$ cat src/rtl/poly_disp_seq.sv
// poly_disp_seq: frame scheduler for the polyphonic note-display accumulator.
// Walks the voice table two voices per step, drives the accumulator with one
// voice pair per ACC cycle, seeds/closes the chain and latches the frame word.
//
// Optional build macro: POLY_DISP_SEQ_CHANGE_ONLY_EN
//   defined   -> frame_valid_out pulses only when the frame word changed
//                (the first frame after reset always pulses)
//   undefined -> frame_valid_out pulses after every completed scan
//
// state | meaning
// IDLE  | waiting for a frame strobe (or a pending one)
// RD1   | even-voice address 2k presented to the voice table
// RD2   | odd-voice address 2k+1 presented, even-voice data captured
// ACC   | voice pair k driven to the accumulator
// DRAIN | accumulator output complete, latch frame word
module poly_disp_seq #(
   parameter int NUM_PAIRS = 8,
   parameter int NOTE_BASE = 36
) (
   input  logic                             clk,
   input  logic                             reset,
   input  logic                             start_in,
   output logic [$clog2(2*NUM_PAIRS)-1:0]   voice_addr_out,
   input  logic [6:0]                       voice_note_in,
   input  logic                             voice_on_in,
   output logic [7:0]                       ii_out,
   output logic                             sq1_no_out,
   output logic                             sq2_no_out,
   output logic [6:0]                       sq1_n_out,
   output logic [6:0]                       sq2_n_out,
   output logic [32*NUM_PAIRS-1:0]          pd_seed_out,
   input  logic [32*NUM_PAIRS-1:0]          pd_ret_in,
   output logic [32*NUM_PAIRS-1:0]          frame_pd_out,
   output logic                             frame_valid_out,
   output logic                             busy_out
);

   localparam int AW = $clog2(2*NUM_PAIRS);
   localparam logic [AW-1:0] K_ONE  = AW'(1);
   localparam logic [AW-1:0] K_LAST = AW'(NUM_PAIRS-1);
   localparam logic [6:0]    NB7    = 7'(NOTE_BASE);

   typedef enum logic [2:0] {IDLE, RD1, RD2, ACC, DRAIN} state_t;

   state_t         state;
   logic           pending;
   logic [AW-1:0]  k;
   logic [AW-1:0]  k_next;
   logic [6:0]     even_note;
   logic           even_on;
`ifdef POLY_DISP_SEQ_CHANGE_ONLY_EN
   logic           first_frame;
`endif

   // Notes below the displayable range would borrow into the neighbouring slot.
   function automatic logic [6:0] clamp_note(input logic [6:0] n);
      return (n < NB7) ? NB7 : n;
   endfunction

   assign k_next = k + K_ONE;

   // Scan sequencer: state, pair counter, table address, pending strobe, frame latch.
   always_ff @(posedge clk) begin
      if (reset) begin
         state           <= IDLE;
         pending         <= 1'b0;
         k               <= '0;
         voice_addr_out  <= '0;
         ii_out          <= '0;
         even_note       <= NB7;
         even_on         <= 1'b0;
         frame_pd_out    <= '0;
         frame_valid_out <= 1'b0;
         busy_out        <= 1'b0;
`ifdef POLY_DISP_SEQ_CHANGE_ONLY_EN
         first_frame     <= 1'b1;
`endif
      end else begin
         frame_valid_out <= 1'b0;
         // Strobes during a scan (DRAIN included) collapse into one pending scan.
         if (start_in && state != IDLE)
            pending <= 1'b1;
         case (state)
            IDLE: begin
               if (start_in || pending) begin
                  state          <= RD1;
                  pending        <= 1'b0;
                  k              <= '0;
                  voice_addr_out <= '0;
                  busy_out       <= 1'b1;
               end
            end
            RD1: begin
               voice_addr_out <= AW'({k, 1'b1});
               state          <= RD2;
            end
            RD2: begin
               even_note <= voice_note_in;
               even_on   <= voice_on_in;
               ii_out    <= 8'(k);
               state     <= ACC;
            end
            ACC: begin
               if (k == K_LAST) begin
                  state <= DRAIN;
               end else begin
                  k              <= k_next;
                  voice_addr_out <= AW'({k_next, 1'b0});
                  state          <= RD1;
               end
            end
            DRAIN: begin
               frame_pd_out <= pd_ret_in;
`ifdef POLY_DISP_SEQ_CHANGE_ONLY_EN
               frame_valid_out <= first_frame || (pd_ret_in != frame_pd_out);
               first_frame     <= 1'b0;
`else
               frame_valid_out <= 1'b1;
`endif
               busy_out     <= 1'b0;
               state        <= IDLE;
            end
            default: begin
               state    <= IDLE;
               busy_out <= 1'b0;
            end
         endcase
      end
   end

   // Accumulator drive: pass-through outside ACC; odd voice comes straight off the table read.
   always_comb begin
      sq1_no_out  = 1'b0;
      sq2_no_out  = 1'b0;
      sq1_n_out   = NB7;
      sq2_n_out   = NB7;
      pd_seed_out = pd_ret_in;
      if (state == ACC) begin
         sq1_no_out = even_on;
         sq1_n_out  = clamp_note(even_note);
         sq2_no_out = voice_on_in;
         sq2_n_out  = clamp_note(voice_note_in);
         if (k == '0)
            pd_seed_out = '0;
      end
   end

endmodule

$ cat config.mk
export PLATFORM = sky130hd
export DESIGN_NAME = poly_disp_seq
export DESIGN_NICKNAME = d
export VERILOG_FILES = /design/src/rtl/poly_disp_seq.sv
export SDC_FILE = /design/constraint.sdc
export NUM_CORES = 1
export LEC_CHECK = 0
export BUFFER_PORTS_ARGS = -buffer_cell sky130_fd_sc_hd__buf_2
export CAP_MARGIN = 20
export CELL_PAD_IN_SITES_DETAIL_PLACEMENT = 2
export CELL_PAD_IN_SITES_GLOBAL_PLACEMENT = 2
export CORE_AREA = 2 2 315 317
export CTS_CLUSTER_DIAMETER = 150
export DETAILED_ROUTE_END_ITERATION = 12
export DIE_AREA = 0 0 317 319
export GPL_TIMING_DRIVEN = 0
export PLACE_DENSITY_LB_ADDON = 0.1
export SLEW_MARGIN = 5
export SYNTH_ARGS = -nofsm -noshare
export SYNTH_HDL_FRONTEND = slang
export SYNTH_SLANG_ARGS = --single-unit
$ cat constraint.sdc
create_clock -name clk -period 2.4 [get_ports clk]
set_input_delay 0.48 -clock clk [delete_from_list [all_inputs] [get_ports clk]]
set_output_delay 0.48 -clock clk [all_outputs]
set_load 0.1 [all_outputs]
==> results by group <==
Global route
  • Overflow after GRT: 0
  • Vias in the first global route: 15398
  • Total track usage: 0.145
  • Largest net degree at the start of global routing: 11
  • Initial antenna violation count: 5
  • First-pass GRT wire length: 107000 um

Cells and area
  • Sequential cell area: 5660 um^2
  • Final #Nets: 2702
  • Ant. Diodes: 0
  • Fillers: 11129
  • Final core occ: 0.243
  • Area added between synthesis and finish: 101%
  • Layout cell share with drive strength beyond 1: 0.498
  • Area occupied by multi-input gates: 6050 um^2

Synth
  • Post-Syn Area per Cell: 7.59 um^2
  • Area share of fa/ha/maj cells after synthesis: 0.00212
  • EDFF count, synth: 0
  • Cell Area, Synth: 11800 um^2
  • Library cells used by synthesis: 36
  • Post-synth top area share: 0.478
  • Post-synthesis register bit count: 282
  • Mux share of post-synthesis cell area: 0.000953
  • Post-synthesis sequential area ratio: 0.478
  • Largest family of logic cells by synthesized area: simple AND/OR/NAND/NOR gates
  • Synth warn: 0
  • Synth Area in XOR/XNOR: 0.00222
  • Area leader, netlist: dfxtp_1
  • Top cells by area, synth: dfxtp_1, nand2_1, and2_1
  • Predominant post-synthesis flop cell: dfxtp_1
  • Async set-reset flop share out of synthesis: 0
  • Post-synthesis cell count: 1557
  • Synth Area in Simple Gates: 0.336
  • Post-synthesis compound-gate area fraction: 0.125

Floorplanning
  • DIE HEIGHT: 319 um
  • Initial core utilization: 0.121
  • Core area: 97700 um^2
  • Die footprint: 101000 um^2
  • Die Wd: 317 um
  • Row cnt: 115
  • # IOs: 809

Placement
  • # port buffers: 804
  • Post-DP HPWL: 62700 um
  • RePlAce Congestion: 0.786
  • Pre-CTS setup slack: -0.868 ns

Pwr
  • Peak supply drop: 368 uV
  • Leak: 0.0104 uW
  • PwrDens: 734 nW/um^2

Clocking
  • Hold_buf cts: 0
  • Root Buffer: clkbuf_16
  • CTS tree: yes
  • Clock Sinks: 282
  • Clock buffer depth: 3
  • H-Tree Depth: 2
  • CTS Buf Count: 40
  • Clk_lat worst skew: 0.55 ns
  • Register clock-pin slew on the reported worst setup and hold paths: 0.06 ns

STA
  • Setup violations, final: 266
  • Worst rel slew slack: 0.360
  • Tcrit/Tclk final: 1.11
  • Slew @ Worst Pin: 0.960 ns
  • Tmin final: 2.67 ns
  • RSZ-0062 raised after global routing: yes
  • Sum Neg Setup Slack: -46.32 ns
  • Final Skew: 0.0115 ns
  • Final setup margin: -0.272 ns
  • Min Hold Slack: 0.177 ns
  • Fin. Hold Viols: 0
  • Highest Clock Rate: 0.374 GHz
  • Final Slew Violations: 0

Setup path
  • Critical Path Start Type: flip-flop
  • Crit. End Element: primary output
  • CP Class: flip-flop to primary output
  • Crit Path Max Fanout: 9
  • Worst EP required: 1.92 ns
  • CP arrival: 2.19 ns

Hold path
  • Worst hold-check path type: primary input to flip-flop

Route
  • Post-Route WL: 80500 um
  • Number of remaining DRC errors: 0
  • Via count: 14157
  • Pre-antenna DRT Iters: 4
  • Wire length per cell: 21.5 um
  • Post-route ant nets: 0
  • 1st-iter DRT viols: 316
  • Routed vias/inst: 3.78

Run status
  • Failing checks: setup timing
  • Status: finished, violations left

Run
  • Max cap viols: 0
==> metal layers <==
metal | global-route usage | share of wire | up-vias
met5 | 0 | 0.00014 | -
met4 | 0.0255 | 0.015 | 2
met3 | 0.0455 | 0.076 | 79
met2 | 0.282 | 0.54 | 493
met1 | 0.150 | 0.37 | 6893
li1 | - | - | 6690
==> critical path, cell delays in order (launching register included) <==
cell       delay (ns)
dfxtp_2          0.32
and3b_2          0.28
nand3_4          0.10
buf_12           0.16
buf_16           0.16
buf_12           0.14
clkbuf_16        0.14
and2_4           0.14
buf_12           0.16
==> final cells by class <==
type	count	share of cell area
inverter	2	0.000317
multi-input combinational	1149	0.255
tap	1287	0.0679
clock buffer	58	0.0481
clock inverter	9	0.00253
sequential	282	0.239
buffer	125	0.0423
timing repair buffer	833	0.345
==> sequential cells by signal, summed over array words and instances, names as in the netlist <==
| name | flops |
|---|---|
| state | 3 |
| voice_addr_out | 4 |
| k | 4 |
| frame_valid_out | 1 |
| pending | 1 |
| busy_out | 1 |
| even_note | 7 |
| even_on | 1 |
| ii_out | 4 |
| frame_pd_out | 256 |
==> layout by cell type (no fill, tap or decap), types with 2 or more instances in the layout <==
cell         n
buf_2      555
nand2_1    543
a21oi_1    277
dfxtp_1    276
buf_12     228
and2_4     145
and2_2     101
clkbuf_1    63
clkbuf_16   60
buf_4       50
buf_8       34
and2_1      23
buf_6       14
nor3_1       7
o21ai_0      7
nor2_1       6
clkbuf_8     6
clkinv_2     5
or3_1        4
conb_1       4
nand3b_1     3
nand3_1      3
inv_6        3
dfxtp_4      3
dfxtp_2      3
nand2b_1     2
xnor2_1      2
nor3b_1      2
nand2b_2     2
buf_16       2
buf_1        2
==> path summary, 6_finish.rpt <==
check                                 startpoint                             end  slack, ns  cells after the start
setup / recovery           state[2]$_SDFFE_PP0P_                pd_seed_out[108]      -0.27                      8
hold / removal                    pd_ret_in[193]  frame_pd_out[193]$_SDFFE_PP0P_       0.18                      3
setup reg to reg           state[0]$_SDFFE_PP0P_  frame_pd_out[228]$_SDFFE_PP0P_       0.25                      7
hold reg to reg   frame_pd_out[203]$_SDFFE_PP0P_  frame_pd_out[203]$_SDFFE_PP0P_       0.45                      2
==> per-stage QoR <==
step	power, uW	cell area, um^2	instances
3_3_place_gp	9880	17800	3651
2_1_floorplan	8920	12100	1560
5_1_grt	18100	23700	3745
4_1_cts	16700	21300	3723
6_report	17400	23700	3745
3_5_place_dp	9900	17800	3651
==> power breakdown <==
| part | switching (uW) | leakage (uW) | internal (uW) |
|---|---|---|---|
| Clock | 2320 | 0.000593 | 3280 |
| Sequential | 23.5 | 0.00228 | 4720 |
| Combinational | 4540 | 0.00752 | 2500 |
==> kinds of logic (layout without fill, tap and decap cells) <==
| logic type | Yosys count | count (layout) |
|---|---|---|
| XOR/XNOR | 3 | 3 |
| buffers and inverters | 129 | 1027 |
| AND/OR/NAND/NOR | 851 | 851 |
| flip-flops | 282 | 282 |
| multiplexers | 1 | 1 |
| adder cells (fa/ha/maj) | 2 | 2 |
| other | 1 | 4 |
| AO/OA/AOI/OAI | 288 | 288 |
==> cells in the mapped netlist, drive strengths merged, types with 2 or more instances <==
cell type	number
nand2	543
dfxtp	282
a21oi	277
and2	269
clkbuf	77
buf	50
nor2	8
nor3	7
o21ai	7
or3	5
nand2b	4
nand3	4
nand3b	4
nor3b	3
ha	2
inv	2
xnor2	2
==> repair_timing <==
item	in CTS	in global routing
gates cloned	3	16
setup buffers	2	8
endpoints found under the setup margin	272	282
pin swaps	1	74
gates resized for setup	680	593
Power figures use the tool's default switching activity.
